### config.mk
export PLATFORM = sky130hd
export DESIGN_NAME = clb_dec_ctrl
export DESIGN_NICKNAME = d
export VERILOG_FILES = /design/src/rtl/clb_pkg.sv /design/src/rtl/clb_round_cnt.sv /design/src/rtl/clb_dec_ctrl.sv
export SDC_FILE = /design/constraint.sdc
export NUM_CORES = 1
export LEC_CHECK = 0
export BUFFER_PORTS_ARGS = -buffer_cell sky130_fd_sc_hd__buf_2
export CAP_MARGIN = 20
export CORE_AREA = 2 2 205 207
export CTS_CLUSTER_SIZE = 20
export DETAILED_ROUTE_END_ITERATION = 8
export DIE_AREA = 0 0 207 209
export GPL_ROUTABILITY_DRIVEN = 0
export RECOVER_POWER = 50
export SLEW_MARGIN = 20
export SYNTH_ARGS = -nofsm -noshare
export SYNTH_HDL_FRONTEND = slang
export SYNTH_HIERARCHICAL = 1
export SYNTH_SLANG_ARGS = --single-unit
export TNS_END_PERCENT = 1
### constraint.sdc
create_clock -name clk -period 2.2 [get_ports clk]
set_input_delay 0.11 -clock clk [delete_from_list [all_inputs] [get_ports clk]]
set_output_delay 0.11 -clock clk [all_outputs]
set_load 0.05 [all_outputs]
### src/rtl/clb_pkg.sv
// Shared definitions for the CLB decryption controller: state width, default
// round parameters and the controller FSM encoding.
package clb_pkg;

   localparam int unsigned STATE_W = 128;
   localparam int unsigned NR_DEF  = 32;
   localparam int unsigned RW_DEF  = 6;

   typedef enum logic [1:0] {
      StIdle,
      StRun,
      StDone
   } fsm_e;

endpackage

### src/rtl/clb_round_cnt.sv
// Round counter for the decryption controller: load, clear, decrement
// (saturating at zero) and a zero flag.
module clb_round_cnt
   import clb_pkg::*;
#(
   parameter int unsigned RW = RW_DEF
) (
   input  logic          clk,
   input  logic          rst_n,
   input  logic          clr,
   input  logic          load,
   input  logic [RW-1:0] load_val,
   input  logic          dec,
   output logic [RW-1:0] cnt,
   output logic          zero
);

   logic [RW-1:0] cnt_q, cnt_d;

   always_comb begin
      cnt_d = cnt_q;
      if (clr) begin
         cnt_d = '0;
      end else if (load) begin
         cnt_d = load_val;
      end else if (dec && (cnt_q != '0)) begin
         cnt_d = cnt_q - 1'b1;
      end
   end

   always_ff @(posedge clk or negedge rst_n) begin
      if (!rst_n) begin
         cnt_q <= '0;
      end else begin
         cnt_q <= cnt_d;
      end
   end

   assign cnt  = cnt_q;
   assign zero = (cnt_q == '0);

endmodule

### src/rtl/clb_dec_ctrl.sv
// Iterative decryption controller: owns the 128-bit state and round counter and
// steps an external combinational inverse-round datapath. Optional abort: CLB_DEC_ABORT_EN.
module clb_dec_ctrl
   import clb_pkg::*;
#(
   parameter int unsigned NR = NR_DEF,
   parameter int unsigned RW = RW_DEF
) (
   input  logic               clk,
   input  logic               rst_n,
   input  logic               in_valid,
   output logic               in_ready,
   input  logic [STATE_W-1:0] ct_in,
   output logic [RW-1:0]      rnd_idx,
   output logic [STATE_W-1:0] dp_state,
   input  logic [STATE_W-1:0] dp_next,
   output logic               dp_last,
   output logic               out_valid,
   input  logic               out_ready,
   output logic [STATE_W-1:0] pt_out,
   output logic               busy
`ifdef CLB_DEC_ABORT_EN
   ,
   input  logic               abort
`endif
);

   fsm_e               fsm_q, fsm_d;
   logic [STATE_W-1:0] state_q, state_d;
   logic               cnt_clr, cnt_load, cnt_dec;
   logic               rnd_zero;

   clb_round_cnt #(
      .RW (RW)
   ) u_round_cnt (
      .clk      (clk),
      .rst_n    (rst_n),
      .clr      (cnt_clr),
      .load     (cnt_load),
      .load_val (RW'(NR - 1)),
      .dec      (cnt_dec),
      .cnt      (rnd_idx),
      .zero     (rnd_zero)
   );

   always_comb begin
      fsm_d    = fsm_q;
      state_d  = state_q;
      cnt_clr  = 1'b0;
      cnt_load = 1'b0;
      cnt_dec  = 1'b0;
      unique case (fsm_q)
         StIdle: begin
            if (in_valid) begin
               state_d  = ct_in;
               cnt_load = 1'b1;
               fsm_d    = StRun;
            end
         end
         StRun: begin
            state_d = dp_next;
            if (rnd_zero) begin
               fsm_d = StDone;
            end else begin
               cnt_dec = 1'b1;
            end
         end
         StDone: begin
            // State is held so pt_out stays valid until handed off.
            if (out_ready) begin
               fsm_d = StIdle;
            end
         end
         default: fsm_d = StIdle;
      endcase
`ifdef CLB_DEC_ABORT_EN
      // Abort overrides every other transition while a block is in flight.
      if (abort && (fsm_q != StIdle)) begin
         fsm_d    = StIdle;
         state_d  = '0;
         cnt_clr  = 1'b1;
         cnt_load = 1'b0;
         cnt_dec  = 1'b0;
      end
`endif
   end

   always_ff @(posedge clk or negedge rst_n) begin
      if (!rst_n) begin
         fsm_q   <= StIdle;
         state_q <= '0;
      end else begin
         fsm_q   <= fsm_d;
         state_q <= state_d;
      end
   end

   assign in_ready  = (fsm_q == StIdle);
   assign out_valid = (fsm_q == StDone);
   assign busy      = (fsm_q != StIdle);
   assign dp_last   = (fsm_q == StRun) && rnd_zero;
   assign dp_state  = state_q;
   assign pt_out    = state_q;

endmodule

==> qor.txt, run 1 <==
DRT
-------------------------------------------------------------------------------------
Routed wire length .....................................................      33.9 mm
Number of optimization iterations in the first detailed-route pass .....            5
Post-detailed-route wirelength per cell ................................      17.2 um
Via count normalized by instance count .................................         4.69
Routed vias ............................................................         9226
Final ANT Viol Nets ....................................................            0
DRC ....................................................................            0
Drt initial violations .................................................          562

MIN PATH
-------------------------------------------------------------------------------------
Worst min-delay path class ............................................. input pin to flip-flop
Hold Crit Endpoint ..................................................... dp_state[53]$_DFFE_PN0P_
Hold path start ........................................................    ct_in[53]
Number of instances on the worst hold path .............................            3

TIMING
-------------------------------------------------------------------------------------
Max-slew violations ....................................................            0
Number of hold-slack violations in the final timing report .............            0
Number of setup violations in the final report .........................            1
Fin crit share .........................................................         101%
Final hold slack .......................................................    0.0415 ns
Worst-case headroom to the max-slew limit ..............................        44.9%
Transition time at the pin with the least slew margin ..................     0.827 ns
Max frequency ..........................................................      451 MHz
Final critical path time including I/O delays and setup ................      2.22 ns
Worst Slack Setup Final ................................................   -0.0164 ns
Worst Clk Skew .........................................................   0.00814 ns

YOSYS
-------------------------------------------------------------------------------------
Synthesized instance count .............................................          783
Share of the synthesized area in the top cell type .....................        44.9%
Synth Flop Type ........................................................      dfrtp_1
Cell Area, Synth .......................................................    7590 um^2
Leading area contributor after synthesis ...............................      dfrtp_1
EDFF count, synth ......................................................            0
Count of state elements after synthesis ................................          136
Post-synthesis async set-or-reset flop share ...........................         100%
Synth unique cells .....................................................           41
Synth Warn # ...........................................................            6
Largest cells by area after synthesis .................................. dfrtp_1 45%, o32ai_1 15%, buf_4 13%, o22ai_1 11%, nor2_1 6.8%
Sequential area share after synthesis ..................................        44.9%
Post-synthesis area per instance .......................................    9.69 um^2

SETUP PATH
-------------------------------------------------------------------------------------
Critical-path maximum fanout ...........................................          132
Combined buffer and inverter count along the critical path .............            2
Kind of cell with the highest combined delay on the critical path ...... buffers and inverters
R2R depth ..............................................................            4
R2R setup slack ........................................................     -0.02 ns
Crit Reg-Reg Endpoint .................................................. dp_state[43]$_DFFE_PN0P_
Worst flop-to-flop path startpoint ..................................... fsm_q[0]$_DFFE_PN0P_
Slowest cell delay on critical path ....................................      0.56 ns
Arrival time at the worst endpoint .....................................      2.53 ns
Required @ worst endpoint ..............................................      2.51 ns
Cell type of the slowest stage on the worst timing path ................ dlygate4sd3_1
Class of the most critical setup path .................................. flip-flop to flip-flop
Critical path, cell by cell ............................................ buf_12, o32ai_2, nor2_1, dlygate4sd3_1
Startpoint Class .......................................................    flip-flop
Critical Path Sink Type ................................................    flip-flop

GRT
-------------------------------------------------------------------------------------
Number of antenna violations at the first check in global routing ......            2
Number of global-route vias before repair ..............................         8965
Aggregate global-route resource usage ..................................        14.1%
Largest net degree at the start of global routing ......................          133
Global-route congestion overflow total .................................            0
Wire length of the first global-routing pass ...........................      49.1 mm

FLOORPLAN
-------------------------------------------------------------------------------------
Die X-Extent ...........................................................       207 um
Effective utilization at floorplan .....................................        18.4%
Area of the core .......................................................   41300 um^2
Die ar. ................................................................   43300 um^2
Die boundary height ....................................................       209 um
Num rows ...............................................................           75
Number of top-level pins ...............................................          526

PLACE
-------------------------------------------------------------------------------------
Port Buffer Count ......................................................          525
Final HPWL from detailed placement .....................................      20.3 mm
DP Worst Slack .........................................................     0.182 ns

FINAL LAYOUT
-------------------------------------------------------------------------------------
Filler cell count in the final layout ..................................         4308
Area delta synth->final ................................................        69.9%
Post-layout net count ..................................................         1676
Share of cells above drive strength 1 ..................................        32.5%

CLOCKING
-------------------------------------------------------------------------------------
CTS tree ...............................................................         done
Clock buffer count from CTS ............................................           17
Max H-tree Level .......................................................            4
Clock-pin slew of the registers on the worst-case setup and hold paths .      0.06 ns
CTS Root Buffer Type ...................................................    clkbuf_16
Maximum buffer depth of the clock tree .................................            2
Clock latency reported for the late side of the worst-skew pair ........      0.43 ns
CTS sink count .........................................................          136

RUN STATUS
-------------------------------------------------------------------------------------
Failing checks ......................................................... setup timing
Outcome ................................................................ finished, violations left

JOB
-------------------------------------------------------------------------------------
Max-cap violations .....................................................            0

[what timing repair did]
item                                   CTS  global route
buffers inserted                         0             1
endpoints found under the hold margin  180             0
setup endpoints to repair                1            94
cloned                                   0             2
hold buffers                           256             0
resized for setup                        1             8
[per-layer routing]
| layer | part of all wire [%] | global-route usage, % |
|---|---|---|
| met5 | 0 | 0 |
| met4 | 4.0 | 6.92 |
| met3 | 6.5 | 2.95 |
| met2 | 50 | 24.5 |
| met1 | 39 | 16.4 |
[sequential cells by signal (all words and copies together) (netlist names)]
register / cells
u_round_cnt/cnt: 6
fsm_q: 2
dp_state: 128
[synthesized netlist by cell type (2+ instances only)]
cell type / instances
clkbuf_1: 20
nor2_1: 137
a311oi_1: 2
nand3_1: 2
o22ai_1: 128
a32oi_1: 2
o32ai_1: 128
dfrtp_1: 136
o21ai_0: 2
buf_6: 15
inv_1: 7
nand2b_1: 5
buf_4: 128
conb_1: 2
ha_1: 2
inv_2: 2
buf_2: 37
nor2b_1: 2
nand2_1: 2
a21oi_1: 3
[worst max-delay path by stage]
stage | end | depth (start not counted) | slack, ns | from
after floorplan | u_round_cnt/cnt[4]$_DFFE_PN0P_ | 8 | 0.008 | u_round_cnt/cnt[0]$_DFFE_PN0P_
after global placement | u_round_cnt/cnt[4]$_DFFE_PN0P_ | 8 | 0.25 | u_round_cnt/cnt[1]$_DFFE_PN0P_
after detailed placement | u_round_cnt/cnt[4]$_DFFE_PN0P_ | 8 | 0.18 | u_round_cnt/cnt[1]$_DFFE_PN0P_
after CTS | dp_last | 5 | 0.008 | u_round_cnt/cnt[2]$_DFFE_PN0P_
after global routing | dp_last | 7 | -0.02 | u_round_cnt/cnt[1]$_DFFE_PN0P_
final | dp_state[43]$_DFFE_PN0P_ | 4 | -0.02 | fsm_q[0]$_DFFE_PN0P_
[area by class of cell]
| type | count | area [um^2] | share of cell area [%] |
|---|---|---|---|
| multi-input combinational | 443 | 2830 | 22.0 |
| inverter | 9 | 36.3 | 0.282 |
| antenna | 1 | 2.50 | 0.0194 |
| timing repair buffer | 807 | 5320 | 41.3 |
| clock buffer | 21 | 460 | 3.57 |
| sequential | 136 | 3410 | 26.5 |
| tap | 539 | 674 | 5.23 |
| clock inverter | 10 | 145 | 1.13 |
[tightest hold or removal path, delay by kind of cell]
| kind | cells | cell delay (ns) |
|---|---|---|
| AOI/OAI and AO/OA | 1 | 0.11 |
| buffers and inverters | 1 | 0.09 |
| and+or+nand+nor | 1 | 0.12 |
[stage by stage]
step | instance area, um^2 | cells | utilization [%] | TNS, ns
CTS | 13000 | 1962 | 31.5 | 0
global placement | 9840 | 1675 | 23.8 | 0
global route | 12900 | 1966 | 31.2 | -0.0164
finish | 12900 | 1966 | 31.2 | -0.0164
floorplan | 7610 | 788 | - | 0
detailed placement | 9840 | 1675 | 23.8 | 0
[kinds of logic after synthesis]
logic type	share of synthesized area, %
adder cells (fa/ha/maj)	0.330
other	0.0990
AND/OR/NAND/NOR	8.66
buffers and inverters	18.8
flip-flops	44.9
AO/OA/AOI/OAI	27.2
[layout by cell type (no fill, tap or decap), types with 2 or more instances in the layout]
cell type and count:
buf_12 6, clkinv_4 3, nand3_1 2, ha_1 2, clkbuf_2 2, nor2b_1 2, bufinv_16 3, nand2_1 2
o32ai_2 3, o22ai_1 128, clkbuf_1 138, dfrtp_2 3, a32oi_1 2, nand2b_1 3, buf_6 2, a311oi_1 2
clkbuf_16 18, nand2b_4 2, conb_1 7, o21ai_0 2, dfrtp_1 132, dlygate4sd3_1 256, inv_1 7, nor2_2 2
a21oi_1 3, nor2_1 135, buf_4 11, clkinvlp_4 2, clkbuf_8 2, buf_2 392, o32ai_1 125
Power of run 1 is left out: the tool's default activity adds up to more than one toggle a clock period on the data nets, which glitch-free logic cannot reach.
==> run 2: changes to the inputs <==
Settings changed: PLACE_DENSITY from default to 0.56.
==> qor.txt, run 2 (synthesized netlist as in run 1, its figures left out) <==
GRT
-------------------------------------------------------------------------------------
Number of antenna violations at the first check in global routing ......            0
Wire length of the first global-routing pass ...........................      48.9 mm
Number of global-route vias before repair ..............................         9274
Aggregate global-route resource usage ..................................        14.0%
Largest net degree at the start of global routing ......................          129
Global-route congestion overflow total .................................            0

SETUP PATH
-------------------------------------------------------------------------------------
Critical Path Sink Type ................................................    flip-flop
Worst flop-to-flop path startpoint ..................................... fsm_q[0]$_DFFE_PN0P_
Slowest cell delay on critical path ....................................      0.58 ns
Critical path, cell by cell ............................................ buf_6, or2_4, buf_4, o32ai_1, nor2_1, dlygate4sd3_1
Cell type of the slowest stage on the worst timing path ................ dlygate4sd3_1
Arrival time at the worst endpoint .....................................      2.42 ns
R2R setup slack ........................................................      0.08 ns
Startpoint Class .......................................................    flip-flop
Combined buffer and inverter count along the critical path .............            3
First element of the critical path ..................................... fsm_q[0]$_DFFE_PN0P_
Kind of cell with the highest combined delay on the critical path ...... buffers and inverters
Class of the most critical setup path .................................. flip-flop to flip-flop
Critical-path maximum fanout ...........................................           29
Required @ worst endpoint ..............................................      2.50 ns

FINAL LAYOUT
-------------------------------------------------------------------------------------
Storage element area ...................................................    3410 um^2
Number of diodes added for antenna fixing ..............................            0
Most common library cell in the layout ignoring fill and taps ..........        buf_2
Post-layout net count ..................................................         1671
Flip-flop count of the largest register after layout ...................          128
Multi-input logic area .................................................    2800 um^2
Leading cell types in the layout, fill and taps excluded ............... 391 x buf_2, 257 x dlygate4sd3_1, 135 x nor2_1, 135 x clkbuf_1, 132 x dfrtp_1
Filler cell count in the final layout ..................................         4278
Share of cells above drive strength 1 ..................................        32.2%
Area delta synth->final ................................................        68.9%

CLOCKING
-------------------------------------------------------------------------------------
Maximum buffer depth of the clock tree .................................            2
Clock buffer count from CTS ............................................           17
Clock-pin slew of the registers on the worst-case setup and hold paths .      0.06 ns
Clock latency reported for the late side of the worst-skew pair ........      0.43 ns
CTS sink count .........................................................          136
Total setup buffers inserted after CTS .................................            0
CTS tree ...............................................................         done
CTS Root Buffer Type ...................................................    clkbuf_16
Max H-tree Level .......................................................            4

DRT
-------------------------------------------------------------------------------------
Routed vias ............................................................         9023
Final ANT Viol Nets ....................................................            0
Routed length on met2 ..................................................      16.0 mm
DRC ....................................................................            0
Post-detailed-route wirelength per cell ................................      16.3 um
Top layer used by detailed routing .....................................         met4
Total routed wire length on the met1 layer .............................      12.6 mm
Number of optimization iterations in the first detailed-route pass .....            5
Drt initial violations .................................................          621
Routed met3 length .....................................................      2.28 mm
Via count normalized by instance count .................................         4.60
Routed wire length .....................................................      31.9 mm

PLACE
-------------------------------------------------------------------------------------
Final HPWL from detailed placement .....................................      19.9 mm
Port Buffer Count ......................................................          525

FLOORPLAN
-------------------------------------------------------------------------------------
Effective utilization at floorplan .....................................        18.4%
Die boundary height ....................................................       209 um
Die X-Extent ...........................................................       207 um
Num rows ...............................................................           75
Number of top-level pins ...............................................          526
Die ar. ................................................................   43300 um^2
Area of the core .......................................................   41300 um^2

TIMING
-------------------------------------------------------------------------------------
Fin crit share .........................................................        96.5%
Transition time at the pin with the least slew margin ..................      1.45 ns
Worst Clk Skew .........................................................   0.00821 ns
RSZ-0062 raised after global routing ...................................           no
Max frequency ..........................................................      471 MHz
Fin Setup TNS ..........................................................         0 ns
Number of setup violations in the final report .........................            0
Worst-case headroom to the max-slew limit ..............................        3.42%
Max-slew violations ....................................................            0
Final critical path time including I/O delays and setup ................      2.12 ns
Number of hold-slack violations in the final timing report .............            0

RUN STATUS
-------------------------------------------------------------------------------------
Outcome ................................................................ complete, no violations

MIN PATH
-------------------------------------------------------------------------------------
Worst min-delay path class ............................................. input pin to flip-flop
Hold path start ........................................................   ct_in[112]

JOB
-------------------------------------------------------------------------------------
Max-cap violations .....................................................            0

[run 2: cell count changes in the layout (fill, tap and decap cells not counted), moves of 2 or more]
cell,previous run,this run
clkinv_2,1,3
o32ai_1,125,128
clkbuf_8,2,0
clkinv_4,3,5
o32ai_2,3,0
clkbuf_1,138,135
buf_4,11,9
[run 2: through the flow]
step / hold slack [ns] / instance area, um^2 / utilization, % / setup WS (ns) / instances
3_3_place_gp: 0.111 / 9790 / 23.7 / 0.307 / 1672
2_1_floorplan: -0.186 / 7610 / - / 0.00750 / 788
3_5_place_dp: 0.113 / 9790 / 23.7 / 0.254 / 1672
5_1_grt: 0.0300 / 12800 / 31.0 / 0.000178 / 1961
6_report: 0.0457 / 12800 / 31.0 / 0.0765 / 1961
4_1_cts: 0.0105 / 13000 / 31.5 / 0.0412 / 1961
[run 2: cell type report]
cell class / instances / area share, %
clock buffers: 17 / 3.32
well taps: 539 / 5.26
inverters: 9 / 0.283
flip-flops and latches: 136 / 26.6
clock inverters: 15 / 1.58
multi-input cells: 442 / 21.8
repair buffers: 803 / 41.1
[run 2: routing by layer]
metal	track usage (%)	up-vias
met3	3.67	71
met1	16.1	4303
met2	24.1	525
li1	-	4124
met5	0	-
met4	6.87	0
[run 2: final timing paths]
| check | endpoint | cells after the start |
|---|---|---|
| worst max-delay path | dp_state[6]$_DFFE_PN0P_ | 6 |
| worst min register to register | fsm_q[0]$_DFFE_PN0P_ | 1 |
| worst max register to register | dp_state[6]$_DFFE_PN0P_ | 6 |
| min in group asynchronous | dp_state[67]$_DFFE_PN0P_ | 2 |
| worst min-delay path | dp_state[112]$_DFFE_PN0P_ | 3 |
| max in group asynchronous | dp_state[6]$_DFFE_PN0P_ | 3 |
[run 2: timing repair]
| action | CTS | global route |
|---|---|---|
| gates resized for setup | 1 | 4 |
| endpoints found under the setup margin | 1 | 9 |
| hold buffers | 257 | 0 |
| pin swaps | 0 | 0 |
| endpoints found under the hold margin | 175 | 0 |
[run 2: worst min-delay path, cell delays in order]
cell and delay (ns):
buf_2 0.09, o32ai_1 0.08, nor2_1 0.14
Power of run 2 is left out for the same reason.
==> run 3: changes to the inputs <==
Settings changed: REMOVE_ABC_BUFFERS from default to 1.
==> qor.txt, run 3 (synthesized netlist as in run 1, its figures left out) <==
SETUP PATH
-------------------------------------------------------------------------------------
R2R setup slack ........................................................      0.17 ns
Worst flop-to-flop path startpoint ..................................... fsm_q[0]$_DFFE_PN0P_
Critical-path maximum fanout ...........................................            7
Critical Path Sink Type ................................................   output pin
Startpoint Class .......................................................    flip-flop
Required @ worst endpoint ..............................................      2.09 ns
R2R depth ..............................................................            4
Slowest cell delay on critical path ....................................      0.44 ns
Arrival time at the worst endpoint .....................................      1.96 ns
Critical path, cell by cell ............................................ or3_1, nor2_1, buf_4, and3_1, buf_6
Cell type of the slowest stage on the worst timing path ................      dfrtp_1
Kind of cell with the highest combined delay on the critical path ...... simple AND/OR/NAND/NOR gates
Crit Reg-Reg Endpoint .................................................. dp_state[25]$_DFFE_PN0P_
Class of the most critical setup path .................................. flip-flop to output pin
Combined buffer and inverter count along the critical path .............            2

DRT
-------------------------------------------------------------------------------------
Number of optimization iterations in the first detailed-route pass .....            7
Post-detailed-route wirelength per cell ................................      16.4 um
Routed vias ............................................................         9186
Routed wire length .....................................................      32.3 mm
DRC ....................................................................            0
Via count normalized by instance count .................................         4.67
Drt initial violations .................................................          770
Final ANT Viol Nets ....................................................            0

GRT
-------------------------------------------------------------------------------------
Global-route layer with the greatest usage .............................         met2
Number of global-route vias before repair ..............................         8742
Number of antenna violations at the first check in global routing ......            0
Wire length of the first global-routing pass ...........................      47.3 mm
Largest net degree at the start of global routing ......................          129
Met2 layer usage reported by global route ..............................        23.4%
Aggregate global-route resource usage ..................................        13.5%
Global-route congestion overflow total .................................            0
Met3 usage in global routing ...........................................        2.75%
Met1 Track Usage GR ....................................................        15.6%

TIMING
-------------------------------------------------------------------------------------
Fin crit share .........................................................        94.2%
Worst Clk Skew .........................................................   0.00898 ns
Final critical path time including I/O delays and setup ................      2.07 ns
Max-slew violations ....................................................            0
Number of setup violations in the final report .........................            0
Max frequency ..........................................................      482 MHz
RSZ-0062 raised after global routing ...................................          yes
Fin Setup TNS ..........................................................         0 ns
Transition time at the pin with the least slew margin ..................     0.831 ns
Worst Slack Setup Final ................................................     0.127 ns
Worst-case headroom to the max-slew limit ..............................        44.6%
Number of hold-slack violations in the final timing report .............            0

FINAL LAYOUT
-------------------------------------------------------------------------------------
Area delta synth->final ................................................        69.0%
Most common library cell in the layout ignoring fill and taps ..........        buf_2
Share of cells above drive strength 1 ..................................        32.0%
Fraction of the core area covered by cells at the end of the flow ......        31.1%
Leading cell types in the layout, fill and taps excluded ............... 391 x buf_2, 258 x dlygate4sd3_1, 138 x clkbuf_1
Post-layout net count ..................................................         1679
Flip-flop count of the largest register after layout ...................          128
Post-route cell area ...................................................   12800 um^2
Number of diodes added for antenna fixing ..............................            0

PLACE
-------------------------------------------------------------------------------------
Port Buffer Count ......................................................          525
Final HPWL from detailed placement .....................................      19.6 mm
Post-place instance area ...............................................    9800 um^2
DP Worst Slack .........................................................     0.209 ns

FLOORPLAN
-------------------------------------------------------------------------------------
Area of the core .......................................................   41300 um^2
Effective utilization at floorplan .....................................        18.4%
Number of top-level pins ...............................................          526
Die X-Extent ...........................................................       207 um
Num rows ...............................................................           75
Die boundary height ....................................................       209 um
Die ar. ................................................................   43300 um^2

CLOCKING
-------------------------------------------------------------------------------------
CTS sink count .........................................................          136
CTS tree ...............................................................         done
Clock-pin slew of the registers on the worst-case setup and hold paths .      0.06 ns
CTS Root Buffer Type ...................................................    clkbuf_16
Maximum buffer depth of the clock tree .................................            2
Clock latency reported for the late side of the worst-skew pair ........      0.43 ns
Clock buffer count from CTS ............................................           17
Max H-tree Level .......................................................            4

JOB
-------------------------------------------------------------------------------------
Max-cap violations .....................................................            0

MIN PATH
-------------------------------------------------------------------------------------
Number of instances on the worst hold path .............................            3
Hold Crit Endpoint ..................................................... dp_state[54]$_DFFE_PN0P_
Worst min-delay path class ............................................. input pin to flip-flop
Hold path start ........................................................    ct_in[54]

RUN STATUS
-------------------------------------------------------------------------------------
Outcome ................................................................ complete, no violations

run 3: cell types whose count changed in the layout (fill, tap and decap cells not counted), moves of 3 or more:
cell / delta
buf_4: +4
bufinv_16: -3
clkbuf_1: +3
clkbuf_8: +3
run 3: final cells by class:
type                    instances  area (um^2)
clock buffers                  22          474
clock inverters                10         95.1
fillers                      4331        28500
inverters                       9         36.3
multi-input cells             444         2810
flip-flops and latches        136         3410
well taps                     539          674
repair buffers                809         5320
run 3: layer usage:
metal  wire length (um)  part of all wire (%)
met2              16400                    51
met5                  0                     0
met3               2300                   7.1
met1              12600                    39
met4               1010                   3.1
run 3: per-stage QoR:
step,cells,hold slack (ns)
floorplan,587,-0.186
global placement,1673,0.160
detailed placement,1673,0.155
CTS,1963,0.0163
global route,1969,0.0442
finish,1969,0.0776
run 3: tightest hold or removal path: cells and delay by family:
family / cells / cell delay [ns]
AO/OA/AOI/OAI: 1 / 0.10
buffers and inverters: 1 / 0.14
AND/OR/NAND/NOR: 1 / 0.11
run 3: worst max-delay path by stage:
stage | from | endpoint | slack (ns) | depth (start not counted)
floorplan | fsm_q[0]$_DFFE_PN0P_ | u_round_cnt/cnt[4]$_DFFE_PN0P_ | -4.77 | 5
global placement | u_round_cnt/cnt[1]$_DFFE_PN0P_ | u_round_cnt/cnt[3]$_DFFE_PN0P_ | 0.28 | 8
detailed placement | u_round_cnt/cnt[1]$_DFFE_PN0P_ | u_round_cnt/cnt[4]$_DFFE_PN0P_ | 0.21 | 8
CTS | u_round_cnt/cnt[2]$_DFFE_PN0P_ | dp_last | 0.04 | 5
global route | u_round_cnt/cnt[1]$_DFFE_PN0P_ | dp_last | -0.01 | 7
finish | u_round_cnt/cnt[2]$_DFFE_PN0P_ | dp_last | 0.13 | 5
run 3: repair_timing:
| action | in CTS | in global routing |
|---|---|---|
| setup buffers | 0 | 3 |
| endpoints found under the hold margin | 183 | 0 |
| resized for setup | 1 | 5 |
| hold buffers | 258 | 0 |
| cloned | 0 | 3 |
| endpoints found under the setup margin | 1 | 13 |
Power of run 3 is left out for the same reason.
